File: config.mk
export PLATFORM = sky130hd
export DESIGN_NAME = seg7_multi_digit_ctrl
export DESIGN_NICKNAME = d
export VERILOG_FILES = /design/src/rtl/seg7_pkg.sv /design/src/rtl/seg7_glyph.sv /design/src/rtl/seg7_multi_digit_ctrl.sv
export SDC_FILE = /design/constraint.sdc
export NUM_CORES = 1
export LEC_CHECK = 0
export CAP_MARGIN = 10
export CORE_MARGIN = 4
export CORE_UTILIZATION = 40
export CTS_CLUSTER_DIAMETER = 60
export DETAILED_ROUTE_END_ITERATION = 12
export PLACE_DENSITY = 0.69
export SLEW_MARGIN = 20
export SYNTH_ARGS = -nofsm -noshare
export SYNTH_HDL_FRONTEND = slang
export SYNTH_SLANG_ARGS = --single-unit
File: constraint.sdc
create_clock -name clk -period 3.1 [get_ports clk]
set_input_delay 0.62 -clock clk [delete_from_list [all_inputs] [get_ports clk]]
set_output_delay 0.62 -clock clk [all_outputs]
set_load 0.01 [all_outputs]
File: src/rtl/seg7_pkg.sv
`default_nettype none
// == seg7_pkg : glyph constants and segment bit order for the 7-seg bank | rev 1.0 ==
package seg7_pkg;

   // Bit positions inside one 7-bit glyph: {g,f,e,d,c,b,a}
   localparam int SEG_IDX_A = 0;
   localparam int SEG_IDX_B = 1;
   localparam int SEG_IDX_C = 2;
   localparam int SEG_IDX_D = 3;
   localparam int SEG_IDX_E = 4;
   localparam int SEG_IDX_F = 5;
   localparam int SEG_IDX_G = 6;

   localparam logic [6:0] GLYPH_0     = 7'b1000000;
   localparam logic [6:0] GLYPH_1     = 7'b1111001;
   localparam logic [6:0] GLYPH_2     = 7'b0100100;
   localparam logic [6:0] GLYPH_3     = 7'b0110000;
   localparam logic [6:0] GLYPH_4     = 7'b0011001;
   localparam logic [6:0] GLYPH_5     = 7'b0010010;
   localparam logic [6:0] GLYPH_6     = 7'b0000010;
   localparam logic [6:0] GLYPH_7     = 7'b1111000;
   localparam logic [6:0] GLYPH_8     = 7'b0000000;
   localparam logic [6:0] GLYPH_9     = 7'b0010000;
   localparam logic [6:0] GLYPH_A     = 7'b0001000;
   localparam logic [6:0] GLYPH_B     = 7'b0000011;
   localparam logic [6:0] GLYPH_C     = 7'b1000110;
   localparam logic [6:0] GLYPH_D     = 7'b0100001;
   localparam logic [6:0] GLYPH_E     = 7'b0000110;
   localparam logic [6:0] GLYPH_F     = 7'b0001110;
   localparam logic [6:0] GLYPH_DASH  = 7'b0111111;
   localparam logic [6:0] GLYPH_BLANK = 7'b1111111;
   localparam logic [6:0] GLYPH_ALL   = 7'b0000000;

endpackage : seg7_pkg
`default_nettype wire

File: src/rtl/seg7_glyph.sv
`default_nettype none
// == seg7_glyph : nibble + mode to active-low glyph, purely combinational | rev 1.0 ==
module seg7_glyph
   import seg7_pkg::*;
(
   input  logic [3:0] i_nibble,
   input  logic       i_hex_mode,
   output logic [6:0] o_glyph
);

   always_comb begin
      o_glyph = GLYPH_BLANK;
      case (i_nibble)
         4'h0: o_glyph = GLYPH_0;
         4'h1: o_glyph = GLYPH_1;
         4'h2: o_glyph = GLYPH_2;
         4'h3: o_glyph = GLYPH_3;
         4'h4: o_glyph = GLYPH_4;
         4'h5: o_glyph = GLYPH_5;
         4'h6: o_glyph = GLYPH_6;
         4'h7: o_glyph = GLYPH_7;
         4'h8: o_glyph = GLYPH_8;
         4'h9: o_glyph = GLYPH_9;
         4'hA: o_glyph = i_hex_mode ? GLYPH_A : GLYPH_DASH;
         4'hB: o_glyph = i_hex_mode ? GLYPH_B : GLYPH_DASH;
         4'hC: o_glyph = i_hex_mode ? GLYPH_C : GLYPH_DASH;
         4'hD: o_glyph = i_hex_mode ? GLYPH_D : GLYPH_DASH;
         4'hE: o_glyph = i_hex_mode ? GLYPH_E : GLYPH_DASH;
         4'hF: o_glyph = i_hex_mode ? GLYPH_F : GLYPH_DASH;
         default: o_glyph = GLYPH_BLANK;
      endcase
   end

endmodule : seg7_glyph
`default_nettype wire

File: src/rtl/seg7_multi_digit_ctrl.sv
`default_nettype none
// == seg7_multi_digit_ctrl : registered multi-digit 7-seg driver with blink/LZB/lamp test | rev 1.0 ==
module seg7_multi_digit_ctrl
   import seg7_pkg::*;
#(
   parameter int NUM_DIGITS = 6,
   parameter int BLINK_DIV  = 25_000_000
) (
   input  logic                    clk,
   input  logic                    rst_n,
   input  logic                    load,
   input  logic [4*NUM_DIGITS-1:0] value,
   input  logic                    hex_mode,
   input  logic                    lz_blank,
   input  logic                    blink_en,
   input  logic [NUM_DIGITS-1:0]   blink_mask,
   input  logic                    lamp_test,
   output logic [7*NUM_DIGITS-1:0] seg_n
);

   localparam int              CNT_W      = $clog2(BLINK_DIV);
   localparam logic [CNT_W-1:0] c_CNT_LAST = CNT_W'(BLINK_DIV - 1);

   logic [4*NUM_DIGITS-1:0] r_value_q;
   logic [CNT_W-1:0]        r_blink_cnt;
   logic                    r_blink_on;
   logic [7*NUM_DIGITS-1:0] w_seg_nxt;

   always_ff @(posedge clk) begin
      if (!rst_n) begin
         r_value_q <= '0;
      end else if (load) begin
         r_value_q <= value;
      end
   end

   // Blink phase restarts from "on" every time the timer is disabled
   always_ff @(posedge clk) begin
      if (!rst_n || !blink_en) begin
         r_blink_cnt <= '0;
         r_blink_on  <= 1'b1;
      end else if (r_blink_cnt == c_CNT_LAST) begin
         r_blink_cnt <= '0;
         r_blink_on  <= ~r_blink_on;
      end else begin
         r_blink_cnt <= r_blink_cnt + 1'b1;
      end
   end

   generate
      for (genvar k = 0; k < NUM_DIGITS; k++) begin : g_digit
         logic [6:0] w_glyph;
         logic       w_upper_zero;
         logic       w_blink_off;
         logic       w_lz_off;

         seg7_glyph u_glyph (
            .i_nibble   (r_value_q[4*k +: 4]),
            .i_hex_mode (hex_mode),
            .o_glyph    (w_glyph)
         );

         // This nibble and every more-significant one are zero
         assign w_upper_zero = (r_value_q[4*NUM_DIGITS-1 : 4*k] == '0);
         assign w_blink_off  = blink_en && blink_mask[k] && !r_blink_on;
         assign w_lz_off     = lz_blank && (k != 0) && w_upper_zero;

         assign w_seg_nxt[7*k +: 7] = lamp_test   ? GLYPH_ALL   :
                                      w_blink_off ? GLYPH_BLANK :
                                      w_lz_off    ? GLYPH_BLANK :
                                                    w_glyph;
      end
   endgenerate

   always_ff @(posedge clk) begin
      if (!rst_n) begin
         seg_n <= '1;
      end else begin
         seg_n <= w_seg_nxt;
      end
   end

endmodule : seg7_multi_digit_ctrl
`default_nettype wire
==> metrics.yaml, run 1 <==
worst_setup_path:
  cpMaxStageDelayCell: "nand3b_2"
  critPathLaunchType: "flop"
  slowest_delay_ns: 0.52
  required_ns: 3.30
  cp-end-kind: "flop"
  path_class: "flop to flop"
  r2r-start: "r_blink_cnt[0]$_SDFF_PP0_"
  path_buf_inv: 0
  rr_endpoint: "r_blink_cnt[6]$_SDFF_PP0_"
  cp_cell_sequence: "ha_1 -> nand3_1 -> nor4_1 -> nand3b_2 -> nor2_1"
  critPathTopFamily: "simple AND/OR/NAND/NOR gates"
  cp_data_arrival_time_ns: 2.31
  r2r_cells: 5
  cp_max_fo: 25
  r2r_setup_slack_ns: 0.99
power:
  clock_power_share_pct: 40.0
  p_leak_uw: 0.002102
  p_sw_uw: 728.2
  p_total_uw: 3005
  p_sw_share_pct: 24.23
  power.internal_uw: 2277
  max-vdd-ir-drop_v: 0.0003853
  power_density_mw_per_mm2: 517.7
  comb_power_share_pct: 15.4
  power.share.sequential_pct: 44.6
drt:
  first_iter_violations: 277
  dr.pass1.iters: 5
  drt-total-wl_um: 11440
  drc: 0
  viasPerCell: 5.500
  wl_per_cell_um: 14.86
  vias: 4235
  antenna_left: 0
grt:
  antenna_found_initial: 0
  grt_pass1_wl_um: 19020
  overflow: 0
  grt_pass1_vias: 4066
  grtUsageTotal_pct: 17.62
  grt_max_degree: 38
clock_tree:
  postCtsSetupRepairBufs: 0
  cts.sink_count: 92
  clk_latency_ns: 0.34
  htreeDepth: 3
  cts_resized: 0
  postCtsHoldBufs: 0
  clockBufferDepth: 2
  cts_made_buffers: 9
  clk_pin_slew_ns: 0.06
  cts_tree: "yes"
  cts_root_buf: "clkbuf_16"
timing:
  fin_crit_sh_pct: 68.07
  hold_viol: 0
  worst_pin_slew_ns: 0.6478
  slew_headroom_pct: 56.76
  timing.fmax_ghz: 0.4739
  fin_skew_ns: 0.004565
  fin_crit_ns: 2.110
  slew_violations: 0
  grt_setup_unrepaired: "no"
  worst_hold_slack_ns: 0.4896
  setup_viol: 0
  tns_ns: 0
floorplanning:
  fp.dieH_um: 115.8
  ios: 79
  coreArea_mm2: 0.01142
  die_area_mm2: 0.01342
  start_util_pct: 40.74
  die_x_um: 115.8
  num_rows: 39
synth:
  synth-edff-count: 0
  syn_nets: 614
  async_reset_ff_share_pct: 0
  yosysUniqueCellTypes: 57
  ys_warn_count: 0
  ys_seq_elements: 92
  seq_area_frac_synth_pct: 39.59
  synth.avg_cell_area_um2: 8.076
  netlist_area_mm2: 0.004652
  postSynthCellCount: 576
  synth_ff_type: "dfxtp_1"
finish:
  areaGrowthSynthToFinish_pct: 24.77
  layout.nets: 660
  antenna_cells: 0
  seq_area_mm2: 0.001842
  fin_cells: 770
  fillers: 1094
  fin_area_mm2: 0.005804
  final_common_cell: "dfxtp_1"
  layout_common_cells: "dfxtp_1, clkdlybuf4s50_1, nor2_1"
  drive_gt1_share_pct: 5.742
  multi_input_area_mm2: 0.002542
worst_hold_path:
  whs_endpoint: "r_blink_cnt[0]$_SDFF_PP0_"
  hold_class: "flop to flop"
  hold_depth: 1
  min_from: "r_blink_cnt[0]$_SDFF_PP0_"
placed_design:
  dpl_cell_area_mm2: 0.005461
  routabilityCongestion: 0.8942
  dp_cells: 754
  numPortBuffers: 78
  dp_hpwl_um: 8175
run:
  max-cap-violations: 0
run_status:
  status: "completed"
## power groups by stage
stage | sequential (µW) | combinational, µW | clock, µW
after floorplan | 1340 | 270 | 0
after global placement | 1360 | 457 | 0
after detailed placement | 1360 | 463 | 0
after CTS | 1340 | 466 | 1230
after global routing | 1350 | 509 | 1280
final | 1340 | 464 | 1200
## layout make-up
class	count	area share (%)
multi-input cells	415	43.80
flip-flops and latches	92	31.73
repair buffers	85	14.36
clock buffers	12	4.592
well taps	143	3.083
inverters	19	1.229
clock inverters	4	1.207
## registers in the layout, summed over array words and instances, names as in the netlist
register     flops
seg_n           42
r_blink_cnt     25
r_value_q       24
r_blink_on       1
## Yosys cell counts (all sizes together), types with 3 or more instances
cell / n / area, µm²
buf: 5 / 33.78
xnor2: 13 / 113.9
a311oi: 3 / 26.28
a32oi: 3 / 26.28
a31oi: 12 / 75.07
nand4: 6 / 50.04
nand2: 49 / 183.9
a211oi: 3 / 22.52
a21oi: 45 / 225.2
a21o: 3 / 22.52
xor2: 13 / 113.9
nor2b: 33 / 206.5
and3: 4 / 25.02
o21bai: 3 / 22.52
o21ai: 42 / 210.2
nand3: 17 / 85.08
nand3b: 3 / 26.27
dfxtp: 92 / 1842
inv: 19 / 71.32
nor4: 7 / 58.81
and2: 4 / 25.02
nor3: 15 / 90.09
nor2: 54 / 202.7
nand2b: 5 / 31.28
clkbuf: 45 / 168.9
o31ai: 4 / 30.03
a22oi: 3 / 22.52
mux2i: 28 / 280.3
a221oi: 5 / 43.79
o22ai: 12 / 75.07
## worst max path at each step
stage,start,end,cells past startpoint,slack [ns]
after CTS,r_blink_cnt[0]$_SDFF_PP0_,r_blink_cnt[7]$_SDFF_PP0_,5,0.97
after global placement,blink_en,seg_n[40]$_SDFF_PN1_,7,0.76
after floorplan,hex_mode,seg_n[33]$_SDFF_PN1_,5,1.31
after global routing,r_blink_cnt[0]$_SDFF_PP0_,r_blink_cnt[6]$_SDFF_PP0_,5,0.77
final,r_blink_cnt[0]$_SDFF_PP0_,r_blink_cnt[6]$_SDFF_PP0_,5,0.99
after detailed placement,lz_blank,seg_n[10]$_SDFF_PN1_,6,0.70
## cell families after synthesis
| kind of cell | share of synthesized area [%] |
|---|---|
| multiplexers | 6.993 |
| adder cells (fa/ha/maj) | 0.2689 |
| XOR/XNOR | 4.895 |
| buffers and inverters | 5.890 |
| flip-flops | 39.59 |
| AND/OR/NAND/NOR | 22.43 |
| AO/OA/AOI/OAI | 19.93 |
## stage by stage
stage                     util, %  setup slack, ns
after floorplan                 -            1.313
after global placement      47.83           0.7574
after detailed placement    47.83           0.6958
after CTS                   50.78           0.9653
after global routing        50.83           0.7738
final                       50.83           0.9899
## metal layers
| layer | vias to the layer above | wire (µm) | GRT usage [%] | part of all wire [%] |
|---|---|---|---|---|
| met1 | 1981 | 5098 | 21.44 | 45 |
| met2 | 120 | 5589 | 29.80 | 49 |
| met3 | 15 | 564 | 5.640 | 4.9 |
| met4 | 0 | 190 | 5.259 | 1.7 |
| met5 | - | 0 | 0 | 0 |
| li1 | 2119 | - | - | - |
## worst reg2reg max path: stages, from the launching register on
cell and delay, ns:
dfxtp_1 0.40, ha_1 0.26, nand3_1 0.20, nor4_1 0.49, nand3b_2 0.52, nor2_1 0.11
Note: power is estimated with default switching activity, not from simulation.
==> run 2: changes to the inputs <==
Clock period 3.1 ns to 2.07 ns, I/O delays scaled along.
==> metrics.yaml, run 2 (synthesized netlist as in run 1, its figures left out) <==
drt:
  wirelength_met1_um: 5300  # +4.0%
  drt-total-wl_um: 11830  # +3.4%
  top_layer: "met4"
  antenna_left: 0  # unchanged
  wl_per_cell_um: 14.86  # about the same
  dr.pass1.iters: 4  # -1
  wl_met2_um: 5609  # +0.36%
  viasPerCell: 5.451  # -0.89%
  first_iter_violations: 264  # -4.7%
  vias: 4339  # +2.5%
  drc: 0  # unchanged
  dr_wl_met3_um: 643  # +14%
worst_setup_path:
  cp_max_fo: 25  # unchanged
  cpMaxStageDelayCell: "nor4_1"
  critPathLaunchType: "flop"
  path_class: "flop to flop"
  path_buf_inv: 1  # +1
  cp_cell_sequence: "and3_1 -> nand3_1 -> nor4_1 -> nand3b_2 -> buf_12 -> nor2_1"
  required_ns: 2.31  # -0.99 ns
  slowest_delay_ns: 0.57  # +0.05 ns
  critPathTopFamily: "simple AND/OR/NAND/NOR gates"
  cp-end-kind: "flop"
  cp_data_arrival_time_ns: 2.16  # -0.15 ns
power:
  max-vdd-ir-drop_v: 0.0005028  # +30%
  p_total_uw: 4671  # +55%
  p_leak_uw: 0.002245  # +6.8%
  power_density_mw_per_mm2: 774.3  # +50%
grt:
  grt_pass1_vias: 3989  # -1.9%
  overflow: 0  # unchanged
  antenna_found_initial: 0  # unchanged
  grtUsageTotal_pct: 18.14  # +0.52 points
  grt_pass1_wl_um: 19410  # +2.1%
  grt_max_degree: 26  # -32%
finish:
  final_common_cell: "dfxtp_1"
  largest_register: "seg_n"
  fin_area_mm2: 0.006033  # +3.9%
  areaGrowthSynthToFinish_pct: 29.69
  antenna_cells: 0  # unchanged
  largest_reg_flops: 42  # unchanged
  layout_common_cells: "dfxtp_1, clkdlybuf4s50_1, nor2_1"
  drive_gt1_share_pct: 9.188  # +3.4 points
  layout.nets: 686  # +3.9%
  final_core_util_pct: 52.84  # +2.0 points
  top_regs: "seg_n (42), r_blink_cnt (25), r_value_q (24)"
timing:
  setup_viol: 0  # unchanged
  timing.fmax_ghz: 0.5204  # +9.8%
  fin_ws_ns: 0.1483  # -0.8416 ns
  fin_crit_sh_pct: 92.84  # +25 points
  grt_setup_unrepaired: "no"
  slew_headroom_pct: 61.73  # +5.0 points
  slew_violations: 0  # unchanged
  fin_skew_ns: 0.006384  # +0.001819 ns
  fin_crit_ns: 1.922  # -0.1884 ns
  hold_viol: 0  # unchanged
  worst_pin_slew_ns: 0.5688  # -0.07909 ns
floorplanning:
  fp.dieH_um: 115.8  # unchanged
  die_x_um: 115.8  # unchanged
  num_rows: 39  # unchanged
  ios: 79  # unchanged
  die_area_mm2: 0.01342  # unchanged
  coreArea_mm2: 0.01142  # unchanged
  start_util_pct: 40.74  # unchanged
placed_design:
  numPortBuffers: 78  # unchanged
  dpl_cell_area_mm2: 0.005682  # +4.0%
  dp_slack_ns: -0.01055  # -0.7063 ns
  routabilityCongestion: 0.8906  # -0.40%
  dp_hpwl_um: 8418  # +3.0%
clock_tree:
  cts.sink_count: 92  # unchanged
  cts_root_buf: "clkbuf_16"
  clk_latency_ns: 0.35  # about the same
  postCtsHoldBufs: 0  # unchanged
  cts_tree: "yes"
  cts_resized: 0  # unchanged
  clockBufferDepth: 2  # unchanged
  cts_made_buffers: 9  # unchanged
  postCtsSetupRepairBufs: 0  # unchanged
  clk_pin_slew_ns: 0.06  # about the same
  htreeDepth: 3  # unchanged
worst_hold_path:
  hold_class: "flop to flop"
run_status:
  status: "completed"
run:
  max-cap-violations: 0  # unchanged
## run 2: cell types whose count changed in the layout (fill, tap and decap cells not counted), sizes merged
cell | before | now
buf | 7 | 33
bufinv | 2 | 3
clkinv | 2 | 1
## run 2: final timing paths
path,startpoint,endpoint,slack [ns],depth (start not counted)
worst min register to register,r_blink_on$_SDFFE_PP1P_,r_blink_on$_SDFFE_PP1P_,0.52,2
worst max register to register,r_blink_cnt[18]$_SDFF_PP0_,r_blink_cnt[18]$_SDFF_PP0_,0.15,6
worst min-delay path,r_blink_on$_SDFFE_PP1P_,r_blink_on$_SDFFE_PP1P_,0.52,2
worst max-delay path,r_blink_cnt[18]$_SDFF_PP0_,r_blink_cnt[18]$_SDFF_PP0_,0.15,6
## run 2: cell type report
class	instances	area (µm²)
Timing Repair Buffer	111	1054
Inverter	19	71.32
Multi-Input combinational cell	415	2536
Sequential cell	92	1842
Fill cell	1085	5385
Clock inverter	4	95.09
Tap cell	143	178.9
Clock buffer	12	256.5
## run 2: worst min-delay path, stage by stage, from the launching register on
cell and delay, ns:
dfxtp_1 0.34, xnor2_1 0.08, nand3_1 0.07
## run 2: routing by layer
layer | GRT usage [%] | up-vias
li1 | - | 2174
met1 | 23.76 | 2023
met2 | 28.73 | 123
met3 | 4.543 | 19
met4 | 7.193 | 0
met5 | 0 | -
## run 2: power breakdown
| group | total (µW) | internal [µW] | switching, µW |
|---|---|---|---|
| sequential | 1970 | 1880 | 86.8 |
| clock | 1920 | 1240 | 681 |
| combinational | 776 | 411 | 365 |
| total | 4670 | 3540 | 1130 |
## run 2: metrics by stage
step | hold slack [ns] | std cells | TNS (ns)
5_1_grt | 0.5619 | 796 | 0
3_3_place_gp | 0.4988 | 780 | -0.01494
3_5_place_dp | 0.5075 | 780 | -0.02006
2_1_floorplan | 0.4412 | 576 | 0
4_1_cts | 0.5249 | 796 | 0
6_report | 0.5231 | 796 | 0
==> run 3: changes to the inputs <==
Settings changed: CORE_ASPECT_RATIO from default to 0.7.
==> metrics.yaml, run 3 (synthesized netlist as in run 1, its figures left out) <==
finish:
  final_common_cell: "dfxtp_1"
  seq_area_mm2: 0.001842  # unchanged
  largest_reg_flops: 42  # unchanged
  layout.nets: 690  # +0.58%
  final_core_util_pct: 54.20  # +1.4 points
  drive_gt1_share_pct: 9.756  # +0.57 points
  layout_common_cells: "dfxtp_1, clkdlybuf4s50_1, nor2_1"
  areaGrowthSynthToFinish_pct: 30.15
  top_regs: "seg_n (42), r_blink_cnt (25), r_value_q (24)"
  multi_input_area_mm2: 0.002536  # unchanged
  largest_register: "seg_n"
  antenna_cells: 0  # unchanged
  fillers: 977  # -10%
placed_design:
  numPortBuffers: 78  # unchanged
  dp_hpwl_um: 8674  # +3.0%
  routabilityCongestion: 0.8848  # -0.65%
  dp_slack_ns: -0.09317  # -0.08262 ns
timing:
  hold_viol: 0  # unchanged
  tns_ns: 0  # unchanged
  fin_crit_sh_pct: 91.99  # -0.84 points
  setup_viol: 0  # unchanged
  timing.fmax_ghz: 0.5251  # +0.92%
  worst_pin_slew_ns: 0.6222  # +0.05348 ns
  fin_ws_ns: 0.1658  # +0.01746 ns
  fin_crit_ns: 1.904  # -0.01747 ns
  fin_skew_ns: 0.006922  # +0.0005382 ns
  slew_headroom_pct: 58.52  # -3.2 points
  grt_setup_unrepaired: "no"
  slew_violations: 0  # unchanged
worst_setup_path:
  r2r_setup_slack_ns: 0.17  # +0.02 ns
  rr_endpoint: "r_blink_cnt[22]$_SDFF_PP0_"
  r2r_cells: 6  # unchanged
  path_class: "flop to flop"
  cp_data_arrival_time_ns: 2.13  # -0.03 ns
  required_ns: 2.30  # about the same
  r2r-start: "r_blink_cnt[0]$_SDFF_PP0_"
  cp-end-kind: "flop"
  cp_max_fo: 7  # -72%
  critPathLaunchType: "flop"
floorplanning:
  start_util_pct: 41.64  # +0.90 points
  num_rows: 32  # -18%
  coreArea_mm2: 0.01117  # -2.2%
  ios: 79  # unchanged
  fp.dieH_um: 98.23  # -15%
  die_area_mm2: 0.01345  # +0.21%
  die_x_um: 136.9  # +18%
clock_tree:
  cts.sink_count: 92  # unchanged
  cts_made_buffers: 9  # unchanged
  clk_latency_ns: 0.34  # about the same
  htreeDepth: 3  # unchanged
  cts_root_buf: "clkbuf_16"
  clk_pin_slew_ns: 0.06  # about the same
  clockBufferDepth: 2  # unchanged
  cts_tree: "yes"
  postCtsHoldBufs: 0  # unchanged
  cts_resized: 0  # unchanged
  postCtsSetupRepairBufs: 0  # unchanged
worst_hold_path:
  hold_depth: 1  # -1
  min_from: "r_blink_cnt[0]$_SDFF_PP0_"
  hold_class: "flop to flop"
  whs_endpoint: "r_blink_cnt[0]$_SDFF_PP0_"
drt:
  first_iter_violations: 719  # +170%
  dr.pass1.iters: 5  # +1
  wl_per_cell_um: 14.92  # +0.38%
  drc: 0  # unchanged
  viasPerCell: 5.415  # -0.65%
  antenna_left: 0  # unchanged
  vias: 4381  # +0.97%
  drt-total-wl_um: 12070  # +2.0%
grt:
  antenna_found_initial: 0  # unchanged
  grt.busiest_layer: "met1"
  grtUsageTotal_pct: 18.23  # +0.092 points
  overflow: 0  # unchanged
  grt_use_met2_pct: 25.74  # -3.0 points
  grt_pass1_wl_um: 19720  # +1.6%
  use_met3_pct: 5.149  # +0.61 points
  grt_util_met1_pct: 26.80  # +3.0 points
  grt_pass1_vias: 3937  # -1.3%
  grt_max_degree: 34  # +31%
power:
  power_density_mw_per_mm2: 739.0  # -4.6%
  power.internal_uw: 3346  # -5.5%
  power.share.sequential_pct: 43.8  # +1.6 points
  p_leak_uw: 0.002261  # +0.70%
  max-vdd-ir-drop_v: 0.0004172  # -17%
  clock_power_share_pct: 38.1  # -3.1 points
  p_sw_uw: 1129  # -0.32%
  comb_power_share_pct: 18.2  # +1.6 points
  p_sw_share_pct: 25.23  # +0.99 points
run:
  max-cap-violations: 0  # unchanged
run_status:
  status: "completed"
[run 3: metrics by stage]
| stage | total power [µW] | std cells | hold slack [ns] | area [µm²] |
|---|---|---|---|---|
| after global placement | 2786 | 794 | 0.4631 | 5749 |
| after detailed placement | 2797 | 794 | 0.4710 | 5749 |
| after CTS | 4502 | 809 | 0.4824 | 6055 |
| after floorplan | 2409 | 576 | 0.4412 | 4652 |
| final | 4475 | 809 | 0.4804 | 6055 |
| after global routing | 4675 | 809 | 0.5425 | 6055 |
[run 3: power groups by stage]
stage / clock (µW) / combinational [µW] / sequential [µW]
floorplan: 0 / 404 / 2000
global placement: 0 / 791 / 2000
detailed placement: 0 / 802 / 1990
CTS: 1740 / 809 / 1960
global route: 1810 / 893 / 1970
finish: 1700 / 812 / 1960
[run 3: worst max path at each step]
stage / from / endpoint / slack (ns) / cells after the start
detailed placement: lz_blank / seg_n[13]$_SDFF_PN1_ / -0.09 / 6
CTS: r_blink_cnt[0]$_SDFF_PP0_ / r_blink_cnt[22]$_SDFF_PP0_ / 0.17 / 6
finish: r_blink_cnt[0]$_SDFF_PP0_ / r_blink_cnt[22]$_SDFF_PP0_ / 0.17 / 6
floorplan: r_blink_cnt[0]$_SDFF_PP0_ / r_blink_cnt[24]$_SDFF_PP0_ / 0.34 / 7
global route: r_blink_cnt[6]$_SDFF_PP0_ / r_blink_cnt[22]$_SDFF_PP0_ / 0.006 / 5
global placement: lz_blank / seg_n[13]$_SDFF_PN1_ / -0.04 / 6
[run 3: worst max-delay path: stages (launching register included)]
cell and delay [ns]:
dfxtp_1 0.39, ha_1 0.19, inv_1 0.04, or4_1 0.74, nor3_2 0.22, xnor2_1 0.16, nor2_1 0.06
[run 3: layout make-up]
cell class | count | area share (%)
Sequential cell | 92 | 30.42
Tap cell | 153 | 3.162
Clock inverter | 6 | 1.323
Clock buffer | 9 | 3.720
Inverter | 19 | 1.178
Timing Repair Buffer | 115 | 18.31
Multi-Input combinational cell | 415 | 41.89
[run 3: metal layers]
metal	vias to the layer above	wire (µm)
met5	-	0
met4	0	216
met3	17	972
met2	181	4984
met1	2012	5896
li1	2171	-
